<file path="src/rtl/block_slot_writer_pkg.sv">
// Shared types, register map and colour helpers for the block slot writer.
package block_slot_writer_pkg;

    localparam int unsigned SLOT_AW      = 14;
    localparam int unsigned SLOT_DW      = 32;
    localparam int unsigned SLOT_REG_BIT = 13;

    typedef enum logic [1:0] {
        OP_MOVE   = 2'b00,
        OP_FULL   = 2'b01,
        OP_BYPASS = 2'b10,
        OP_NOP    = 2'b11
    } op_e;

    localparam logic [1:0] REG_BYPASS = 2'b00;
    localparam logic [1:0] REG_X0     = 2'b01;
    localparam logic [1:0] REG_Y0     = 2'b10;
    localparam logic [1:0] REG_CTRL   = 2'b11;

    typedef struct packed {
        logic               cs;
        logic               write;
        logic [SLOT_AW-1:0] addr;
        logic [SLOT_DW-1:0] wr_data;
    } slot_bus_t;

    // Halve each of the three ch_w-bit channels packed in the low bits of c.
    function automatic logic [SLOT_DW-1:0] shade(input logic [SLOT_DW-1:0] c,
                                                 input int unsigned ch_w);
        logic [SLOT_DW-1:0] keep;
        keep = '1;
        for (int unsigned k = 0; k < 3; k++) begin
            keep &= ~(SLOT_DW'(1) << (k * ch_w + ch_w - 1));
        end
        return (c >> 1) & keep;
    endfunction

    function automatic logic [SLOT_AW-1:0] reg_addr(input logic [1:0] off);
        return (SLOT_AW'(1) << SLOT_REG_BIT) | SLOT_AW'(off);
    endfunction

endpackage

</file>
<file path="src/rtl/block_pattern_gen.sv">
// Row/col walker over one tile: yields the RAM address and pixel colour
// (shaded on the border) for the current step, and flags the last pixel.
module block_pattern_gen
    import block_slot_writer_pkg::*;
#(
    parameter int unsigned CD         = 12,
    parameter int unsigned ADDR_WIDTH = 12,
    parameter int unsigned BLOCK_W    = 32,
    parameter int unsigned BLOCK_H    = 32
) (
    input  logic                  clk,
    input  logic                  reset,
    input  logic                  clear,
    input  logic                  step,
    input  logic [CD-1:0]         colour,
    output logic [ADDR_WIDTH-1:0] addr_c,
    output logic [SLOT_DW-1:0]    data_c,
    output logic                  last_c
);

    localparam int unsigned CW = (BLOCK_W > 1) ? $clog2(BLOCK_W) : 1;
    localparam int unsigned RW = (BLOCK_H > 1) ? $clog2(BLOCK_H) : 1;

    logic [CW-1:0]         col_q;
    logic [RW-1:0]         row_q;
    logic [ADDR_WIDTH-1:0] addr_q;
    logic                  col_end;
    logic                  row_end;
    logic                  border;

    assign col_end = (col_q == CW'(BLOCK_W - 1));
    assign row_end = (row_q == RW'(BLOCK_H - 1));
    assign border  = (row_q == '0) || row_end || (col_q == '0) || col_end;
    assign last_c  = col_end && row_end;
    assign addr_c  = addr_q;
    assign data_c  = border ? shade(SLOT_DW'(colour), CD / 3) : SLOT_DW'(colour);

    // Column runs fastest; the linear address tracks row*BLOCK_W+col.
    always_ff @(posedge clk or negedge reset) begin
        if (!reset) begin
            col_q  <= '0;
            row_q  <= '0;
            addr_q <= '0;
        end else if (clear) begin
            col_q  <= '0;
            row_q  <= '0;
            addr_q <= '0;
        end else if (step) begin
            if (col_end) begin
                col_q <= '0;
                row_q <= row_end ? '0 : row_q + RW'(1);
            end else begin
                col_q <= col_q + CW'(1);
            end
            addr_q <= last_c ? '0 : addr_q + ADDR_WIDTH'(1);
        end
    end

endmodule

</file>
<file path="src/rtl/block_slot_writer.sv">
// Bus initiator that fills a block sprite tile and/or programs the sprite
// core registers over its slot write interface from a single start command.
module block_slot_writer
    import block_slot_writer_pkg::*;
#(
    parameter int unsigned CD         = 12,
    parameter int unsigned ADDR_WIDTH = 12,
    parameter int unsigned BLOCK_W    = 32,
    parameter int unsigned BLOCK_H    = 32
) (
    input  logic                 clk,
    input  logic                 reset,
    input  logic                 start,
    input  logic [1:0]           op,
    input  logic [CD-1:0]        colour,
    input  logic [10:0]          x0_in,
    input  logic [10:0]          y0_in,
    input  logic [3:0]           ctrl_in,
    input  logic                 bypass_in,
    output logic                 cs,
    output logic                 write,
    output logic [SLOT_AW-1:0]   addr,
    output logic [SLOT_DW-1:0]   wr_data,
    output logic                 busy,
    output logic                 done
);

    typedef enum logic [2:0] {
        ST_IDLE, ST_FILL, ST_W_BYP, ST_W_X0, ST_W_Y0, ST_W_CTRL, ST_DONE
    } state_e;

    state_e                 state_q, state_nxt;
    op_e                    op_q;
    logic [CD-1:0]          colour_q;
    logic [10:0]            x0_q, y0_q;
    logic [3:0]             ctrl_q;
    logic                   bypass_q;
    slot_bus_t              bus_q, bus_nxt;
    logic                   busy_q, done_q;
    logic                   accept;
    logic                   step;
    logic [ADDR_WIDTH-1:0]  pix_addr;
    logic [SLOT_DW-1:0]     pix_data;
    logic                   pix_last;

    assign accept = (state_q == ST_IDLE) && start;

    block_pattern_gen #(
        .CD         (CD),
        .ADDR_WIDTH (ADDR_WIDTH),
        .BLOCK_W    (BLOCK_W),
        .BLOCK_H    (BLOCK_H)
    ) u_pattern (
        .clk    (clk),
        .reset  (reset),
        .clear  (accept),
        .step   (step),
        .colour (colour_q),
        .addr_c (pix_addr),
        .data_c (pix_data),
        .last_c (pix_last)
    );

    // Next state and the bus word to launch on the coming edge.
    always_comb begin
        state_nxt = state_q;
        bus_nxt   = '0;
        step      = 1'b0;
        case (state_q)
            ST_IDLE: begin
                if (start) begin
                    case (op_e'(op))
                        OP_FULL:   state_nxt = ST_FILL;
                        OP_MOVE:   state_nxt = ST_W_X0;
                        OP_BYPASS: state_nxt = ST_W_BYP;
                        OP_NOP:    state_nxt = ST_DONE;
                    endcase
                end
            end
            ST_FILL: begin
                bus_nxt.cs      = 1'b1;
                bus_nxt.write   = 1'b1;
                bus_nxt.addr    = SLOT_AW'(pix_addr);
                bus_nxt.wr_data = pix_data;
                step            = 1'b1;
                if (pix_last) state_nxt = ST_W_BYP;
            end
            ST_W_BYP: begin
                bus_nxt.cs      = 1'b1;
                bus_nxt.write   = 1'b1;
                bus_nxt.addr    = reg_addr(REG_BYPASS);
                bus_nxt.wr_data = SLOT_DW'((op_q == OP_BYPASS) ? bypass_q : 1'b0);
                state_nxt       = (op_q == OP_FULL) ? ST_W_X0 : ST_DONE;
            end
            ST_W_X0: begin
                bus_nxt.cs      = 1'b1;
                bus_nxt.write   = 1'b1;
                bus_nxt.addr    = reg_addr(REG_X0);
                bus_nxt.wr_data = SLOT_DW'(x0_q);
                state_nxt       = ST_W_Y0;
            end
            ST_W_Y0: begin
                bus_nxt.cs      = 1'b1;
                bus_nxt.write   = 1'b1;
                bus_nxt.addr    = reg_addr(REG_Y0);
                bus_nxt.wr_data = SLOT_DW'(y0_q);
                state_nxt       = (op_q == OP_FULL) ? ST_W_CTRL : ST_DONE;
            end
            ST_W_CTRL: begin
                bus_nxt.cs      = 1'b1;
                bus_nxt.write   = 1'b1;
                bus_nxt.addr    = reg_addr(REG_CTRL);
                bus_nxt.wr_data = SLOT_DW'(ctrl_q);
                state_nxt       = ST_DONE;
            end
            ST_DONE: state_nxt = ST_IDLE;
            default: state_nxt = ST_IDLE;
        endcase
    end

    always_ff @(posedge clk or negedge reset) begin
        if (!reset) begin
            state_q  <= ST_IDLE;
            op_q     <= OP_NOP;
            colour_q <= '0;
            x0_q     <= '0;
            y0_q     <= '0;
            ctrl_q   <= '0;
            bypass_q <= 1'b0;
            bus_q    <= '0;
            busy_q   <= 1'b0;
            done_q   <= 1'b0;
        end else begin
            state_q <= state_nxt;
            bus_q   <= bus_nxt;
            busy_q  <= (state_nxt != ST_IDLE);
            done_q  <= (state_q == ST_DONE);
            if (accept) begin
                op_q     <= op_e'(op);
                colour_q <= colour;
                x0_q     <= x0_in;
                y0_q     <= y0_in;
                ctrl_q   <= ctrl_in;
                bypass_q <= bypass_in;
            end
        end
    end

    assign cs      = bus_q.cs;
    assign write   = bus_q.write;
    assign addr    = bus_q.addr;
    assign wr_data = bus_q.wr_data;
    assign busy    = busy_q;
    assign done    = done_q;

endmodule

</file>
<file path="config.mk">
export PLATFORM = sky130hd
export DESIGN_NAME = block_slot_writer
export DESIGN_NICKNAME = d
export VERILOG_FILES = /design/src/rtl/block_slot_writer_pkg.sv /design/src/rtl/block_pattern_gen.sv /design/src/rtl/block_slot_writer.sv
export SDC_FILE = /design/constraint.sdc
export NUM_CORES = 1
export LEC_CHECK = 0
export ABC_AREA = 1
export CAP_MARGIN = 20
export CORE_AREA = 3 3 105 107
export CTS_CLUSTER_DIAMETER = 100
export CTS_CLUSTER_SIZE = 24
export DETAILED_ROUTE_END_ITERATION = 16
export DIE_AREA = 0 0 108 110
export PLACE_DENSITY_LB_ADDON = 0.2
export SETUP_SLACK_MARGIN = 0.02
export SYNTH_ARGS = -nofsm -noshare
export SYNTH_HDL_FRONTEND = slang
export SYNTH_SLANG_ARGS = --single-unit
export TNS_END_PERCENT = 1
</file>
<file path="constraint.sdc">
create_clock -name clk -period 3.9 [get_ports clk]
set_input_delay 0.585 -clock clk [delete_from_list [all_inputs] [get_ports clk]]
set_output_delay 0.585 -clock clk [all_outputs]
set_load 0.01 [all_outputs]
</file>
Yosys cells after proc, flatten, opt, wreduce, memory -nomap -nowiden
Cells that the tools add are included.
W data, S select, Z words.
{ "classes": {"add_sub_neg": 3, "muxes": 20, "eq_ne": 13, "reduce_logical": 13} }
{ "ops": {"columns": ["operator", "count"], "rows": [
  ["$pmux W48 S5", 1],
  ["$mux W12", 4],
  ["$mux W5", 7],
  ["$pmux W3 S6", 1],
  ["$add A12 B1 Y12 const B", 1],
  ["$pmux W3 S4", 1],
  ["$add A5 B1 Y5 const B", 2],
  ["$eq A5 B5 Y1 const B", 2],
  ["$logic_not A5 Y1", 2],
  ["$eq A3 B3 Y1 const B", 3],
  ["$mux W3", 3],
  ["$eq A2 B2 Y1 const B", 3],
  ["$eq A3 B2 Y1 const B", 2],
  ["$eq A2 B1 Y1 const B", 2],
  ["$reduce_bool A2 Y1", 2],
  ["$eq A3 B1 Y1 const B", 1],
  ["$logic_not A3 Y1", 1],
  ["$logic_or A1 B1 Y1", 3],
  ["$reduce_bool A3 Y1", 1],
  ["$logic_and A1 B1 Y1", 2],
  ["$logic_not A2 Y1", 1],
  ["$mux W1", 2],
  ["$mux W2", 1],
  ["$reduce_and A2 Y1", 1]
]} }
{ "word_totals": {"elab_cells": 65, "ff_bits": 116, "out_inout_bits": 50} }

Logic depth before layout (Yosys ltp)
{ "depth": {"ltp_word": 6, "depth_mapped": 12, "mapped_depth_nobuf": 12} }

Hierarchy
A second synthesis with hierarchy kept.
{ "unflattened": {"hier_cells": 626, "hier_area_um2": 5221.3} }
{ "by_module_without_submodules": {"columns": ["mod", "instances", "area_each_um2", "cells_per_inst", "seq_area_each_um2"], "rows": [
  ["block_slot_writer", 1, 3651.0, 410, 2304.7],
  ["block_pattern_gen", 1, 1570.3, 216, 550.5]
]} }

Least setup slack after synthesis
Ideal clock, no wire load.
{ "synth_timing": {"path_type": "register -> register", "from": "reg u_pattern.col_q[0]", "to": "reg bus_q, in the netlist wr_data[0]", "synth_period_minus_slack_ps": 1641, "path_buffers": 1, "stages_incl_launch_ff": 11, "t_arrival_ps": 1563, "path_slack_ps": 2259, "path_cell_list": "dfrtp_1 > ha_1 > inv_1 > nor3_1 > ha_1 > a21oi_4 > nand2_1 > buf_2 > nand2_1 > nand3_1 > a21oi_1"} }
{ "synth_rtl": {"columns": ["item", "line_no", "rtl"], "rows": [
  ["start: declaration", "block_pattern_gen.sv:24", "logic [CW-1:0] col_q;"],
  ["start signal: assignment", "block_pattern_gen.sv:53", "col_q <= col_q + CW'(1);"],
  ["end signal: assignment", "block_slot_writer.sv:135", "bus_q <= bus_nxt;"],
  ["end: declaration", "block_slot_writer.sv:38", "slot_bus_t bus_q, bus_nxt;"]
]} }

Worst setup path in the final report
{ "layout_timing": {"from": "reg state_q[0]", "to": "reg y0_q[5]"} }
{ "layout_between": {"elab_chain_cells": 2} }
{ "layout_rtl": {"columns": ["item", "line_no", "rtl"], "rows": [
  ["start: declaration", "block_slot_writer.sv:32", "state_e state_q, state_nxt;"],
  ["start signal: assignment", "block_slot_writer.sv:134", "state_q <= state_nxt;"],
  ["$logic_not A3 Y1", "block_slot_writer.sv:46", "assign accept = (state_q == ST_IDLE) && start;"],
  ["$logic_and A1 B1 Y1", "block_slot_writer.sv:46", null],
  ["end signal: assignment", "block_slot_writer.sv:142", "y0_q <= y0_in;"],
  ["end: declaration", "block_slot_writer.sv:35", "logic [10:0] x0_q, y0_q;"]
]} }
No other way between the ends.
A chain may end at the register's enable or synchronous reset.

==> load_flow_metrics.sql <==
INSERT INTO impl_metrics (metric_group, metric, value, unit) VALUES
('synth', 'netlist.top_cell.by_area', 'sky130_fd_sc_hd__dfrtp_1', ''),
('clocking', 'post_cts_buffers', '0', ''),
('synth', 'yosys.cell_types.count', '35', ''),
('sta', 'finalClockSkew', '0.008339', 'ns'),
('finish', 'numnets_final', '655', ''),
('sta', 'finalCriticalPeriod', '2.211', 'ns'),
('global_route', 'grt_antenna_before_repair', '0', ''),
('floorplan', 'floorplan.core_area', '0.01023', 'mm²'),
('synth', 'synth_flop_cell', 'sky130_fd_sc_hd__dfrtp_1', ''),
('floorplan', 'die-area', '0.01188', 'mm²'),
('floorplan', 'floorplan.rows', '37', ''),
('finish', 'post-route-cell-area', '0.005503', 'mm²'),
('clocking', 'postCtsResizedCells', '0', ''),
('power_and_ir_drop', 'switching_share', '37.52', '%'),
('global_route', 'grt_pass1_wl', '16610', 'µm'),
('routing', 'drtAntennaViolNets', '0', ''),
('synth', 'yosys_register_bits', '94', ''),
('worst_setup_path', 'list_of_cells_traversed_by_the_critical_path', 'nor2_2 -> nand3_2 -> buf_4 -> inv_2 -> buf_4 -> nand2_1 -> nand2_1', ''),
('routing', 'route.final.wire_length', '10060', 'µm'),
('synth', 'synth.top_cells.by_area', 'sky130_fd_sc_hd__dfrtp_1, sky130_fd_sc_hd__nand2_1, sky130_fd_sc_hd__nand3_1', ''),
('synth', 'synthesis.area_per_instance', '8.477', 'µm²'),
('finish', 'multiInputGateArea', '0.001713', 'mm²'),
('power_and_ir_drop', 'share_comb_of_total_power', '37.9', '%'),
('finish', 'ff_latch_area', '0.002355', 'mm²'),
('global_route', 'vias_in_the_first_global_route', '3505', ''),
('sta', 'worst_hold_margin', '0.1374', 'ns'),
('status', 'status', 'finished clean', ''),
('power_and_ir_drop', 'irDropWorstVdd', '287.3', 'µV'),
('clocking', 'worstSkewPairLatency', '0.35', 'ns'),
('power_and_ir_drop', 'p_int', '2.278', 'mW'),
('clocking', 'cts_hold_buf', '0', ''),
('power_and_ir_drop', 'post-layout-total-power', '3.647', 'mW'),
('worst_setup_path', 'worstSetupPathType', 'flop to flop', ''),
('synth', 'yosysWarnings', '0', ''),
('power_and_ir_drop', 'power_density', '662.7', 'mW/mm²'),
('worst_setup_path', 'critical_path.max_stage_delay', '0.48', 'ns'),
('worst_setup_path', 'sort_of_element_at_the_start_of_the_critical_path', 'flop', ''),
('power_and_ir_drop', 'power.clock.fraction', '22.2', '%'),
('place', 'place.gp.congestion', '0.8291', ''),
('routing', 'drcViolationCount', '0', ''),
('clocking', 'cts_tree', 'yes', ''),
('global_route', 'grt-ovfl-total', '0', ''),
('sta', 'worst_slew_margin_rel', '61.08', '%'),
('sta', 'worst-slew-pin-transition', '0.5832', 'ns'),
('floorplan', 'die-width', '108', 'µm'),
('sta', 'worst_slack', '1.689', 'ns'),
('worst_setup_path', 'worstSetupEndpointType', 'flop', ''),
('place', 'placement.setup.worst_slack', '1.569', 'ns'),
('finish', 'fillCellCount', '947', ''),
('global_route', 'grt_util_all_layers', '17.80', '%'),
('place', 'place.port_buffers', '72', ''),
('finish', 'final_common_cell', 'sky130_fd_sc_hd__nand2_1', ''),
('floorplan', 'initial_core_utilization', '44.25', '%'),
('worst_setup_path', 'cp_data_required_time', '4.19', 'ns'),
('synth', 'yosysTopAreaCellShare', '50.86', '%'),
('sta', 'layout_worst_path_cycle_share', '56.68', '%'),
('worst_setup_path', 'max_stage_delay_cell_worst_path', 'sky130_fd_sc_hd__nor2_2', ''),
('sta', 'rsz0062_at_grt', 'false', ''),
('floorplan', 'dieHeight', '110', 'µm'),
('clocking', 'clkTransAtPathRegs', '0.09', 'ns'),
('synth', 'async_flop_share', '100.0', '%'),
('synth', 'synth-seq-area-share', '52.02', '%'),
('routing', 'drt-initial-drc-count', '163', ''),
('finish', 'mostFrequentLayoutCells', 'sky130_fd_sc_hd__nand2_1, sky130_fd_sc_hd__dfrtp_1, sky130_fd_sc_hd__clkdlybuf4s50_1', ''),
('power_and_ir_drop', 'netSwitchingPower', '1.368', 'mW'),
('floorplan', 'ioPinCount', '94', ''),
('run', 'max_cap_violations', '0', ''),
('routing', 'num_vias', '3572', ''),
('synth', 'synth_enable_flop_cells', '0', ''),
('worst_setup_path', 'worst-endpoint-arrival', '2.50', 'ns'),
('routing', 'detail_route.wl_per_cell', '13.55', 'µm');
synth_stat cells, types with 2 or more instances:
cell type	instances
sky130_fd_sc_hd__nand2_2	2
sky130_fd_sc_hd__buf_6	4
sky130_fd_sc_hd__dfstp_2	2
sky130_fd_sc_hd__a21oi_1	23
sky130_fd_sc_hd__inv_1	61
sky130_fd_sc_hd__nor3_2	3
sky130_fd_sc_hd__inv_2	4
sky130_fd_sc_hd__ha_1	9
sky130_fd_sc_hd__o21ai_1	3
sky130_fd_sc_hd__nand2_4	2
sky130_fd_sc_hd__xor2_1	3
sky130_fd_sc_hd__nor3_1	6
sky130_fd_sc_hd__buf_4	24
sky130_fd_sc_hd__o22ai_1	8
sky130_fd_sc_hd__o21ai_0	25
sky130_fd_sc_hd__nand2_1	153
sky130_fd_sc_hd__nand3_1	56
sky130_fd_sc_hd__dfrtp_1	92
sky130_fd_sc_hd__nand4_1	3
sky130_fd_sc_hd__buf_2	8
sky130_fd_sc_hd__clkbuf_1	5
sky130_fd_sc_hd__nor2_1	25
path summary, 6_finish.rpt:
check                           slack (ns)                    end  depth (start not counted)                  start
max in group asynchronous             2.96    op_q[1]$_DFFE_PN1P_                          2                  reset
worst max-delay path                  1.69    y0_q[5]$_DFFE_PN0P_                          7   state_q[0]$_DFF_PN0_
worst min register to register        0.49  ctrl_q[1]$_DFFE_PN0P_                          2  ctrl_q[1]$_DFFE_PN0P_
min in group clk                      0.49  ctrl_q[1]$_DFFE_PN0P_                          2  ctrl_q[1]$_DFFE_PN0P_
worst min-delay path                  0.14           cs$_DFF_PN0_                          1                  reset
worst max register to register        1.69    y0_q[5]$_DFFE_PN0P_                          7   state_q[0]$_DFF_PN0_
per-layer routing:
metal  part of all wire, %  track usage [%]
met1                    44            23.45
met2                    49            29.88
met3                   6.2            4.426
met4                   1.2            4.148
met5                     0                0
layout make-up:
cell class                      count  share of cell area (%)
Sequential cell                    94                   42.79
Tap cell                          136                   3.092
Inverter                           66                   4.548
Clock buffer                       11                   2.387
Multi-Input combinational cell    353                   31.13
Timing Repair Buffer               78                   13.87
Clock inverter                      4                   2.183
power by group through the flow:
stage	Clock, mW	Sequential, mW	Combinational, mW
after floorplan	0	1.48	0.954
after global placement	0	1.45	1.36
after detailed placement	0	1.47	1.39
after CTS	0.826	1.45	1.39
after global routing	0.868	1.49	1.56
final	0.811	1.45	1.38
registers in the layout (all words and copies together) (netlist names):
| signal | count |
|---|---|
| busy | 1 |
| state_q | 3 |
| cs | 1 |
| y0_q | 11 |
| bypass_q | 1 |
| u_pattern.col_q | 5 |
| addr | 13 |
| x0_q | 11 |
| wr_data | 12 |
| done | 1 |
| ctrl_q | 4 |
| op_q | 2 |
| u_pattern.addr_c | 12 |
| colour_q | 12 |
| u_pattern.row_q | 5 |
worst max-delay path, delay by kind of cell, from the launching register on:
family,cells,cell delay [ns]
buffers and inverters,3,0.98
flip-flops,1,0.44
AND/OR/NAND/NOR,4,0.72
stage by stage:
stage / std cells / utilization, %
floorplan: 554 / -
global placement: 727 / 51.33
detailed placement: 727 / 51.33
CTS: 742 / 53.79
global route: 742 / 53.79
finish: 742 / 53.79
kinds of logic after synthesis:
kind of cell / count (synthesis) / synth area share [%]
xor+xnor: 4 / 0.7740
buf+inv: 107 / 11.80
other cells: 1 / 0.08284
compound gates: 63 / 7.822
fa+ha+maj: 9 / 2.488
simple gates: 256 / 25.01
flops: 94 / 52.02
(Power assumes the default switching activity.)
